--- config.mk ---
export PLATFORM = sky130hd
export DESIGN_NAME = flash_arbiter_flat
export DESIGN_NICKNAME = d
export VERILOG_FILES = /design/src/rtl/flash_arbiter_if.sv /design/src/rtl/flash_arbiter.sv /design/src/flat_wrapper.sv
export SDC_FILE = /design/constraint.sdc
export NUM_CORES = 1
export LEC_CHECK = 0
export CORE_MARGIN = 2
export CORE_UTILIZATION = 44
export DETAILED_ROUTE_END_ITERATION = 8
export GPL_TIMING_DRIVEN = 0
export HOLD_SLACK_MARGIN = 0.05
export PLACE_DENSITY_LB_ADDON = 0.25
export SLEW_MARGIN = 20
export SYNTH_ARGS = -nofsm -noshare
export SYNTH_HDL_FRONTEND = slang
export SYNTH_SLANG_ARGS = --single-unit
--- constraint.sdc ---
create_clock -name CLK_50MHZ -period 2.2 [get_ports CLK_50MHZ]
set_input_delay 0.44 -clock CLK_50MHZ [delete_from_list [all_inputs] [get_ports CLK_50MHZ]]
set_output_delay 0.44 -clock CLK_50MHZ [all_outputs]
set_load 0.05 [all_outputs]
--- src/rtl/flash_arbiter_if.sv ---
// Signal bundle between the two requesters, the arbiter and the byte-wide Flash controller.
// The arbiter connects through the slave modport; the requester/controller side uses master.
interface flash_arbiter_if;
    logic       a_req;
    logic       a_rw;
    logic [7:0] a_addr;
    logic [7:0] a_wdata;
    logic       a_ack;
    logic [7:0] a_rdata;

    logic       b_req;
    logic       b_rw;
    logic [7:0] b_addr;
    logic [7:0] b_wdata;
    logic       b_ack;
    logic [7:0] b_rdata;

    logic [7:0] fb_addr;
    logic [7:0] fb_data;
    logic       fb_direction_rw;
    logic       fb_start;
    logic       fb_done;
    logic [7:0] fb_rdata;

    logic       busy;
    logic       timeout_err;

    modport slave (
        input  a_req, a_rw, a_addr, a_wdata,
        input  b_req, b_rw, b_addr, b_wdata,
        input  fb_done, fb_rdata,
        output a_ack, a_rdata, b_ack, b_rdata,
        output fb_addr, fb_data, fb_direction_rw, fb_start,
        output busy, timeout_err
    );

    modport master (
        output a_req, a_rw, a_addr, a_wdata,
        output b_req, b_rw, b_addr, b_wdata,
        output fb_done, fb_rdata,
        input  a_ack, a_rdata, b_ack, b_rdata,
        input  fb_addr, fb_data, fb_direction_rw, fb_start,
        input  busy, timeout_err
    );
endinterface

--- src/rtl/flash_arbiter.sv ---
// Round-robin arbiter sharing one Flash controller command port between requesters A and B,
// with start sequencing, completion timeout and an enforced idle gap after each operation.
module flash_arbiter #(
    parameter int GAP_CYCLES     = 2,
    parameter int TIMEOUT_CYCLES = 4096
) (
    input  logic           CLK_50MHZ,
    input  logic           RST,
    flash_arbiter_if.slave bus
);
    typedef enum logic [1:0] {IDLE, ISSUE, WAIT, GAP} state_t;

    localparam logic [15:0] TMO_LAST = 16'(TIMEOUT_CYCLES - 1);
    localparam logic [7:0]  GAP_LAST = 8'(GAP_CYCLES - 1);

    state_t      state_q, state_d;
    logic        last_grant_q, last_grant_d;   // 1 = B was granted most recently
    logic        fb_done_q;
    logic [15:0] tmo_cnt_q, tmo_cnt_d, tmo_inc;
    logic [7:0]  gap_cnt_q, gap_cnt_d;
    logic        a_ack_q, a_ack_d, b_ack_q, b_ack_d;
    logic [7:0]  a_rdata_q, a_rdata_d, b_rdata_q, b_rdata_d;
    logic [7:0]  fb_addr_q, fb_addr_d, fb_data_q, fb_data_d;
    logic        fb_rw_q, fb_rw_d, fb_start_q, fb_start_d;
    logic        busy_q, busy_d, timeout_q, timeout_d;
    logic        done_rise, pick_b;

    always_ff @(posedge CLK_50MHZ or posedge RST) begin
        if (RST) begin
            state_q      <= IDLE;
            last_grant_q <= 1'b1;
            fb_done_q    <= 1'b0;
            tmo_cnt_q    <= '0;
            gap_cnt_q    <= '0;
            a_ack_q      <= 1'b0;
            b_ack_q      <= 1'b0;
            a_rdata_q    <= '0;
            b_rdata_q    <= '0;
            fb_addr_q    <= '0;
            fb_data_q    <= '0;
            fb_rw_q      <= 1'b0;
            fb_start_q   <= 1'b0;
            busy_q       <= 1'b0;
            timeout_q    <= 1'b0;
        end else begin
            state_q      <= state_d;
            last_grant_q <= last_grant_d;
            fb_done_q    <= bus.fb_done;
            tmo_cnt_q    <= tmo_cnt_d;
            gap_cnt_q    <= gap_cnt_d;
            a_ack_q      <= a_ack_d;
            b_ack_q      <= b_ack_d;
            a_rdata_q    <= a_rdata_d;
            b_rdata_q    <= b_rdata_d;
            fb_addr_q    <= fb_addr_d;
            fb_data_q    <= fb_data_d;
            fb_rw_q      <= fb_rw_d;
            fb_start_q   <= fb_start_d;
            busy_q       <= busy_d;
            timeout_q    <= timeout_d;
        end
    end

    // The counter reads 0 during the start cycle, so the timeout pulse lands TIMEOUT_CYCLES-1 after it.
    always_comb begin
        done_rise    = bus.fb_done & ~fb_done_q;
        tmo_inc      = (tmo_cnt_q == 16'hFFFF) ? tmo_cnt_q : tmo_cnt_q + 16'd1;
        pick_b       = bus.b_req & (~bus.a_req | ~last_grant_q);

        state_d      = state_q;
        last_grant_d = last_grant_q;
        tmo_cnt_d    = tmo_cnt_q;
        gap_cnt_d    = gap_cnt_q;
        a_ack_d      = 1'b0;
        b_ack_d      = 1'b0;
        a_rdata_d    = a_rdata_q;
        b_rdata_d    = b_rdata_q;
        fb_addr_d    = fb_addr_q;
        fb_data_d    = fb_data_q;
        fb_rw_d      = fb_rw_q;
        fb_start_d   = 1'b0;
        timeout_d    = 1'b0;

        case (state_q)
            IDLE: begin
                if (bus.a_req || bus.b_req) begin
                    last_grant_d = pick_b;
                    fb_addr_d    = pick_b ? bus.b_addr  : bus.a_addr;
                    fb_data_d    = pick_b ? bus.b_wdata : bus.a_wdata;
                    fb_rw_d      = pick_b ? bus.b_rw    : bus.a_rw;
                    fb_start_d   = 1'b1;
                    tmo_cnt_d    = '0;
                    state_d      = ISSUE;
                end
            end
            ISSUE: begin
                tmo_cnt_d = tmo_inc;
                state_d   = WAIT;
            end
            WAIT: begin
                tmo_cnt_d = tmo_inc;
                if (done_rise) begin
                    if (fb_rw_q) begin
                        if (last_grant_q) b_rdata_d = bus.fb_rdata;
                        else              a_rdata_d = bus.fb_rdata;
                    end
                    a_ack_d   = ~last_grant_q;
                    b_ack_d   = last_grant_q;
                    gap_cnt_d = '0;
                    state_d   = GAP;
                end else if (tmo_inc >= TMO_LAST) begin
                    a_ack_d   = ~last_grant_q;
                    b_ack_d   = last_grant_q;
                    timeout_d = 1'b1;
                    gap_cnt_d = '0;
                    state_d   = GAP;
                end
            end
            GAP: begin
                // The gap only starts counting once the controller has dropped done.
                if (bus.fb_done) begin
                    gap_cnt_d = '0;
                end else if (gap_cnt_q >= GAP_LAST) begin
                    state_d = IDLE;
                end else begin
                    gap_cnt_d = gap_cnt_q + 8'd1;
                end
            end
            default: state_d = IDLE;
        endcase

        busy_d = (state_d != IDLE);
    end

    assign bus.a_ack           = a_ack_q;
    assign bus.b_ack           = b_ack_q;
    assign bus.a_rdata         = a_rdata_q;
    assign bus.b_rdata         = b_rdata_q;
    assign bus.fb_addr         = fb_addr_q;
    assign bus.fb_data         = fb_data_q;
    assign bus.fb_direction_rw = fb_rw_q;
    assign bus.fb_start        = fb_start_q;
    assign bus.busy            = busy_q;
    assign bus.timeout_err     = timeout_q;
endmodule

--- src/flat_wrapper.sv ---
// flat-port wrapper written by rule: the top's interface ports become plain ports
module flash_arbiter_flat 
#(
    parameter int GAP_CYCLES     = 2,
    parameter int TIMEOUT_CYCLES = 4096
)
  (CLK_50MHZ, RST, bus_a_req, bus_a_rw, bus_a_addr, bus_a_wdata, bus_b_req, bus_b_rw, bus_b_addr, bus_b_wdata, bus_fb_done, bus_fb_rdata, bus_a_ack, bus_a_rdata, bus_b_ack, bus_b_rdata, bus_fb_addr, bus_fb_data, bus_fb_direction_rw, bus_fb_start, bus_busy, bus_timeout_err);
  flash_arbiter_if bus_i ();
  input  logic CLK_50MHZ;
  input  logic RST;
  input wire logic [$bits(bus_i.a_req)-1:0] bus_a_req;
  input wire logic [$bits(bus_i.a_rw)-1:0] bus_a_rw;
  input wire logic [$bits(bus_i.a_addr)-1:0] bus_a_addr;
  input wire logic [$bits(bus_i.a_wdata)-1:0] bus_a_wdata;
  input wire logic [$bits(bus_i.b_req)-1:0] bus_b_req;
  input wire logic [$bits(bus_i.b_rw)-1:0] bus_b_rw;
  input wire logic [$bits(bus_i.b_addr)-1:0] bus_b_addr;
  input wire logic [$bits(bus_i.b_wdata)-1:0] bus_b_wdata;
  input wire logic [$bits(bus_i.fb_done)-1:0] bus_fb_done;
  input wire logic [$bits(bus_i.fb_rdata)-1:0] bus_fb_rdata;
  output wire logic [$bits(bus_i.a_ack)-1:0] bus_a_ack;
  output wire logic [$bits(bus_i.a_rdata)-1:0] bus_a_rdata;
  output wire logic [$bits(bus_i.b_ack)-1:0] bus_b_ack;
  output wire logic [$bits(bus_i.b_rdata)-1:0] bus_b_rdata;
  output wire logic [$bits(bus_i.fb_addr)-1:0] bus_fb_addr;
  output wire logic [$bits(bus_i.fb_data)-1:0] bus_fb_data;
  output wire logic [$bits(bus_i.fb_direction_rw)-1:0] bus_fb_direction_rw;
  output wire logic [$bits(bus_i.fb_start)-1:0] bus_fb_start;
  output wire logic [$bits(bus_i.busy)-1:0] bus_busy;
  output wire logic [$bits(bus_i.timeout_err)-1:0] bus_timeout_err;
  assign bus_i.a_req = bus_a_req;
  assign bus_i.a_rw = bus_a_rw;
  assign bus_i.a_addr = bus_a_addr;
  assign bus_i.a_wdata = bus_a_wdata;
  assign bus_i.b_req = bus_b_req;
  assign bus_i.b_rw = bus_b_rw;
  assign bus_i.b_addr = bus_b_addr;
  assign bus_i.b_wdata = bus_b_wdata;
  assign bus_i.fb_done = bus_fb_done;
  assign bus_i.fb_rdata = bus_fb_rdata;
  assign bus_a_ack = bus_i.a_ack;
  assign bus_a_rdata = bus_i.a_rdata;
  assign bus_b_ack = bus_i.b_ack;
  assign bus_b_rdata = bus_i.b_rdata;
  assign bus_fb_addr = bus_i.fb_addr;
  assign bus_fb_data = bus_i.fb_data;
  assign bus_fb_direction_rw = bus_i.fb_direction_rw;
  assign bus_fb_start = bus_i.fb_start;
  assign bus_busy = bus_i.busy;
  assign bus_timeout_err = bus_i.timeout_err;
  flash_arbiter #(.GAP_CYCLES(GAP_CYCLES), .TIMEOUT_CYCLES(TIMEOUT_CYCLES)) u_core (.CLK_50MHZ(CLK_50MHZ), .RST(RST), .bus(bus_i));
endmodule
==> results.sh <==
export IMPL_cts_buffers_inserted=9
export IMPL_layout_filler_cells=563
export IMPL_globalRouteOverflowTotal=0
export IMPL_worstReg2RegEnd="u_core.gap_cnt_q[0]$_DFFE_PP0P_"
export IMPL_grt_pass1_vias=2816
export IMPL_io_pins=85
export IMPL_post_synth_main_area_contributors="dfrtp_1 (50%), mux2i_1 (5.8%), mux2_2 (5.5%)"
export IMPL_synth_commonest_cells="dfrtp_1 (65), nand2_1 (42), o21ai_0 (35)"
export IMPL_final_instance_count_excl_fill=539
export IMPL_synth_warnings=0
export IMPL_antenna_found_initial=0
export IMPL_vias_per_cell=5.37
export IMPL_fp_row_count=31
export IMPL_clock_tree_from_tritoncts="built"
export IMPL_htree_num_levels=3
export IMPL_maxCapViolCount=0
export IMPL_timing_reg2reg_worst_path_depth=9
export IMPL_synth_top_area_cell="dfrtp_1"
export IMPL_synthDistinctLibCells=44
export IMPL_end_kind="register"
export IMPL_worst_slew_margin_rel_pct=63.5
export IMPL_dieWidth_um=90.1
export IMPL_wirelength_um=8290
export IMPL_reg2reg_slack_ns=-0.02
export IMPL_port_buffers=84
export IMPL_synthArstFlopShare_pct=100
export IMPL_setup_viol_count_final=7
export IMPL_hold_buffers=0
export IMPL_clk_latency_ns=0.34
export IMPL_arrival_ns=2.43
export IMPL_avg_inst_size_synth_um2=10.2
export IMPL_globalplace_congestion=0.958
export IMPL_cts_sinks=66
export IMPL_layout_area_overhead_vs_synth_pct=46.9
export IMPL_synth_top_area_share_pct=49.9
export IMPL_clock_root_buffer="clkbuf_8"
export IMPL_timing_critical_path_required_ns=2.41
export IMPL_antenna_diode_count=0
export IMPL_die_area_mm2=0.00811
export IMPL_final_layout_worst_hold_slack_ns=0.429
export IMPL_worstSetupEndpoint="u_core.gap_cnt_q[0]$_DFFE_PP0P_"
export IMPL_power_static_leakage_nw=2.06
export IMPL_average_wire_length_per_cell_after_detail_routing_um=15.4
export IMPL_regToRegStartpoint="u_core.tmo_cnt_q[0]$_DFFE_PP0P_"
export IMPL_final_setup_worst_slack_ns=-0.0170
export IMPL_multi_input_area_mm2=0.00162
export IMPL_worst_voltage_drop_across_the_vdd_grid_mv=0.712
export IMPL_critical_path_peak_fanout=7
export IMPL_cts_root_to_sink_buffers=2
export IMPL_final_net_count=489
export IMPL_failed_checks="negative setup slack"
export IMPL_synth_flop_cell="dfrtp_1"
export IMPL_power_density_mw_per_mm2=1350
export IMPL_initialDrtViolationCount=125
export IMPL_grtUsageTotal_pct=20.7
export IMPL_final_period_utilization_pct=101
export IMPL_period_needed_ns=2.22
export IMPL_syn_nets=373
export IMPL_drt_drc=0
export IMPL_synth_seq_cells=66
export IMPL_start_util_pct=45.2
export IMPL_synth_yosys_seq_area_share_pct=50.7
export IMPL_grt_setup_unrepaired="yes"
export IMPL_worstSetupPathType="reg2reg"
export IMPL_dp_worst_setup_slack_ns=-0.428
export IMPL_pin_count_of_the_biggest_net_entering_global_routing=39
export IMPL_fp_dieH_um=90.1
export IMPL_fin_setup_tns_ns=-0.0687
export IMPL_place_inst=503
export IMPL_place_detailed_hpwl_um=5700
export IMPL_finalMaxSlewViolations=0
export IMPL_global_route_wire_length_before_repair_um=13400
export IMPL_post_route_cells_drive_above_1_share_pct=20.9
export IMPL_worst_hold_path_type="in2async"
export IMPL_skew_ns=0.00808
export IMPL_yosys_cell_count_top_type="dfrtp_1"
export IMPL_worst_pin_slew_ns=0.546
export IMPL_netlist_instances=319
export IMPL_via_count=2892
export IMPL_final_antenna_net_count=0
export IMPL_clkTransAtPathRegs_ns=0.08
export IMPL_post_synth_instance_area_mm2=0.00326
export IMPL_regArea_mm2=0.00166
export IMPL_maxClockFrequency_ghz=0.451
export IMPL_synth_enable_flop_cells=0
export IMPL_cp_startpoint="u_core.tmo_cnt_q[0]$_DFFE_PP0P_"
export IMPL_hold_viol=0
export IMPL_detailedRoute_firstPassIterationCount=4
export IMPL_coreArea_mm2=0.00721
export IMPL_outcome="complete, but fails checks"
export IMPL_worstSetupStartpointType="register"
stage by stage:
step / utilization, % / power [mW] / instance area (um^2)
6_report: 66.3 / 6.46 / 4790
5_1_grt: 66.3 / 6.86 / 4790
4_1_cts: 64.6 / 6.44 / 4660
3_5_place_dp: 58.9 / 5.06 / 4250
3_3_place_gp: 58.6 / 4.97 / 4230
2_1_floorplan: - / 3.98 / 3270
sequential cells by signal, indices dropped and copies added (netlist names):
register / flops
u_core.gap_cnt_q: 8
u_core.bus.busy: 1
u_core.state_q: 2
u_core.bus.fb_addr: 8
u_core.bus.b_ack: 1
u_core.last_grant_q: 1
u_core.fb_done_q: 1
u_core.bus.timeout_err: 1
u_core.bus.a_ack: 1
u_core.bus.a_rdata: 8
u_core.tmo_cnt_q: 16
u_core.bus.fb_direction_rw: 1
u_core.bus.fb_start: 1
u_core.bus.b_rdata: 8
u_core.bus.fb_data: 8
critical path, cell delays in order (launching register included):
cell and delay, ns:
dfrtp_1 0.44, ha_4 0.20, and3_4 0.18, nand4_1 0.17
nor4bb_4 0.25, o221ai_2 0.15, nor4_4 0.27, buf_6 0.17
o22ai_4 0.10, mux2i_1 0.15
routing by layer:
layer	global-route usage [%]	share of wire, %	up-vias
li1	-	-	1388
met1	24.8	41	1381
met2	35.3	52	98
met3	3.60	4.6	25
met4	11.4	3.0	0
met5	0	0	-
timing repair:
action                                  4_1_cts  5_1_grt
pin swaps                                    15        8
hold endpoints to repair                      0        0
setup buffers                                15        8
resized for setup                            11       26
endpoints found under the setup margin       22       43
cloned                                        0        0
cell families (layout without fill, tap and decap cells):
| logic type | after synthesis | count (layout) | share of synthesized area, % |
|---|---|---|---|
| buf+inv | 25 | 146 | 2.99 |
| xor+xnor | 3 | 3 | 0.807 |
| simple gates | 107 | 107 | 16.6 |
| fa+ha+maj | 7 | 7 | 2.69 |
| compound gates | 76 | 76 | 14.8 |
| mux | 35 | 35 | 11.4 |
| flops | 66 | 66 | 50.7 |
report_power, final:
part / internal (mW) / switching [mW]
clock: 0.762 / 0.498
sequential: 1.58 / 0.229
combinational: 1.17 / 2.22
total: 3.52 / 2.95
layout by cell type (no fill, tap or decap), types with 12 or more instances in the layout:
master           synthesis  routed
a21oi_1                 14      13
buf_4                    0      21
clkdlybuf4s50_1          0      84
dfrtp_1                 65      60
mux2_2                  16      16
mux2i_1                 19      19
nand2_1                 42      42
nand3_1                 15      14
nor2_1                  15      12
o21ai_0                 35      34
worst min-delay path by stage:
stage | cells past startpoint | slack [ns] | to | from
2_1_floorplan | 1 | 0.45 | u_core.gap_cnt_q[3]$_DFFE_PP0P_ | u_core.gap_cnt_q[3]$_DFFE_PP0P_
3_3_place_gp | 2 | 0.46 | u_core.bus.fb_data[4]$_DFFE_PP0P_ | u_core.bus.fb_data[4]$_DFFE_PP0P_
3_5_place_dp | 2 | 0.47 | u_core.bus.fb_data[0]$_DFFE_PP0P_ | u_core.bus.fb_data[0]$_DFFE_PP0P_
4_1_cts | 2 | 0.44 | u_core.bus.b_rdata[1]$_DFFE_PP0P_ | RST
5_1_grt | 2 | 0.45 | u_core.bus.b_rdata[1]$_DFFE_PP0P_ | RST
6_report | 2 | 0.43 | u_core.bus.a_rdata[0]$_DFFE_PP0P_ | RST
layout make-up:
class,count,share of cell area (%)
Clock buffer,9,2.59
Multi-Input combinational cell,228,33.8
Clock inverter,7,2.59
Inverter,12,0.993
Tap cell,99,2.59
Timing Repair Buffer,108,21.8
Sequential cell,66,34.7
Buffer,10,1.07
Note: power is estimated with default switching activity, not from simulation.
==> RTL edit, RTL diff (config.mk and constraints unchanged) <==
Re-encode `state_t` (4 states) as Gray code, 2 bits wide.
--- a/src/rtl/flash_arbiter.sv
+++ b/src/rtl/flash_arbiter.sv
@@ -10,3 +10,3 @@
 );
-    typedef enum logic [1:0] {IDLE, ISSUE, WAIT, GAP} state_t;
+    typedef enum logic [1:0] {IDLE = 2'b00, ISSUE = 2'b01, WAIT = 2'b11, GAP = 2'b10} state_t;
 
Check against the original RTL: no difference found for any inputs over 10 cycles, from zero or initial values and one cycle with RST high; not proved beyond that.
==> RTL edit against the original RTL <==
- the run still ends with negative setup slack left
- area after synthesis rose by 2.4%
- sequential power rose by 8%
- routed wire length rose by 3.3%
- setup slack got worse by 0.35 ns
- global-route usage rose by 0.30 points
- synthesized cell count rose by 3.8%
- sequential cell count did not move
- total power rose by 2.1%
- combinational power rose by 3%
- critical path depth did not move
- via count rose by 1.2%
- first-iteration DRC count rose by 77%
- cell area rose by 1.4%
- critical endpoint is now u_core.gap_cnt_q[6]$_DFFE_PP0P_
- highest routed layer unchanged
==> RTL edit: results (changes against the original RTL) <==
stage,metric,value,unit,change
synthesis,synth.top_cells.by_area,"dfrtp_1 (49%), mux2i_1 (6.6%), mux2_2 (5.7%)",,
drt,post_drt_wl_per_cell,15.58,um,+1.2%
placed_design,dpl_worst_slack,-0.7058,ns,-0.2774 ns
synthesis,seq_area_frac_synth,49.55,%,-1.2 points
layout,post_route_cells_drive_above_1_share,20.18,%,-0.73 points
layout,largest_register,u_core.tmo_cnt_q,,
timing,post-route-worst-setup-slack,-0.3677,ns,-0.3508 ns
synthesis,fraction_of_synthesis_flops_using_an_asynchronous_set_or_reset_pin,100.0,%,unchanged
placed_design,io_buffers,84,,unchanged
clock_network,cell_chosen_for_the_clock_root,clkbuf_8,,
drt,route.met3.wl,435,um,+15%
drt,first_drt_iteration_drcs,221,,+77%
synthesis,synth_nets,382,,+2.4%
placed_design,hpwl_after_detailed_placement,5849,um,+2.6%
layout,final_net_count,497,,+1.6%
drt,wl_met1,3597,um,+6.7%
power_and_ir_drop,p_leak,2.049,nW,-0.42%
global_routing,grt_start_max_net_pins,40,,+2.6%
synthesis,synth_cells,331,,+3.8%
clock_network,cts_htree_levels,3,,unchanged
clock_network,cts_buffers,9,,unchanged
drt,detail_route.vias_per_cell,5.322,,-0.81%
placed_design,dpl-instance-area,4344,um^2,+2.1%
drt,post-route-drc-count,0,,unchanged
layout,final_cell_count_no_fill,550,,+2.0%
run_status,status,finished with violations,,
placed_design,number_of_cells_after_detailed_placement,515,,+2.4%
timing,fin_skew,0.007161,ns,-0.0009198 ns
drt,first_pass_iters,4,,unchanged
timing,final_setup_violation_count,12,,+5
synthesis,ys_warn_count,0,,unchanged
layout,filler_cell_count,601,,+6.7%
timing,worst_pin_slew,0.9339,ns,+0.3881 ns
global_routing,grt_first_pass_wirelength,14030,um,+4.5%
synthesis,yosys-top-cells-count,"dfrtp_1 (65), nand2_1 (43), o21ai_0 (31), mux2i_1 (22), nor2_1 (18)",,
synthesis,ys_types,49,,+11%
drt,route.top_layer_used,met4,,
power_and_ir_drop,peakVddDrop,962.4,uV,+35%
placed_design,routabilityCongestion,0.8615,,-10%
global_routing,groute.usage.overall,21.00,%,+0.30 points
worst_setup_path,maximum_fanout_count_along_the_critical_path,7,,unchanged
timing,finalHoldViolCount,0,,unchanged
run_status,violations,negative setup slack,,
clock_network,cts.clk_slew.worst_paths,0.08,ns,about the same
global_routing,antenna_found_initial,0,,unchanged
drt,wl_met2,4476,um,+4.3%
clock_network,clk_latency,0.35,ns,
clock_network,cts-root-to-sink-buffers,2,,unchanged
global_routing,number_of_global_route_vias_before_repair,2949,,+4.7%
[RTL edit: final timing paths]
path / start / depth (start not counted) / slack (ns) / end
setup reg to reg: u_core.tmo_cnt_q[5]$_DFFE_PP0P_ / 9 / -0.37 / u_core.gap_cnt_q[6]$_DFFE_PP0P_
min in group CLK_50MHZ: u_core.bus.fb_data[1]$_DFFE_PP0P_ / 2 / 0.48 / u_core.bus.fb_data[1]$_DFFE_PP0P_
max in group asynchronous: RST / 3 / 1.18 / u_core.last_grant_q$_DFFE_PP1P_
hold / removal: RST / 2 / 0.43 / u_core.bus.fb_data[2]$_DFFE_PP0P_
setup / recovery: u_core.tmo_cnt_q[5]$_DFFE_PP0P_ / 9 / -0.37 / u_core.gap_cnt_q[6]$_DFFE_PP0P_
hold reg to reg: u_core.bus.fb_data[1]$_DFFE_PP0P_ / 2 / 0.48 / u_core.bus.fb_data[1]$_DFFE_PP0P_
[RTL edit: metal layers]
layer,up-vias,GRT usage [%]
li1,1419,-
met1,1425,26.40
met2,78,35.99
met3,5,4.647
met4,0,6.692
met5,-,0
[RTL edit: kinds of logic (layout without fill, tap and decap cells)]
group           count (synthesis)  count (layout)  synth area share, %
compound gates                 63              63                12.19
xor+xnor                       10              10                2.626
fa+ha+maj                       4               4                1.500
buf+inv                        31             151                3.676
flops                          66              66                49.55
mux                            39              39                12.34
simple gates                  118             118                18.12
[RTL edit: what timing repair did]
item,CTS,global route
pin swaps,10,14
gates resized for setup,16,17
setup buffers,10,12
setup endpoints to repair,39,25
hold buffers,0,0
endpoints found under the hold margin,0,0
[RTL edit: through the flow]
stage	TNS (ns)	hold slack [ns]	util, %
6_report	-3.608	0.4254	66.52
5_1_grt	-5.264	0.4536	66.52
4_1_cts	-4.725	0.4337	64.58
3_5_place_dp	-19.88	0.4692	59.57
3_3_place_gp	-84.36	0.4616	59.27
2_1_floorplan	-2.847	0.4714	-
[RTL edit: final cells by class]
type / count / area share, %
flip-flops and latches: 66 / 34.15
clock buffers: 9 / 2.554
plain buffers: 20 / 1.909
inverters: 9 / 0.7480
well taps: 99 / 2.554
clock inverters: 7 / 2.063
repair buffers: 106 / 21.07
multi-input cells: 234 / 34.95
[RTL edit: worst max-delay path: stages (launching register included)]
cell	delay [ns]
dfrtp_1	0.32
buf_2	0.19
nand4_4	0.12
buf_4	0.18
or4_4	0.50
xor2_1	0.16
nand4_1	0.18
a211oi_4	0.43
and4bb_1	0.24
a2bb2oi_2	0.13
[RTL edit: power breakdown]
group	internal (mW)	switching (mW)	total, mW
clock	0.648	0.499	1.15
combinational	1.25	2.23	3.48
sequential	1.66	0.300	1.96
total	3.56	3.03	6.60
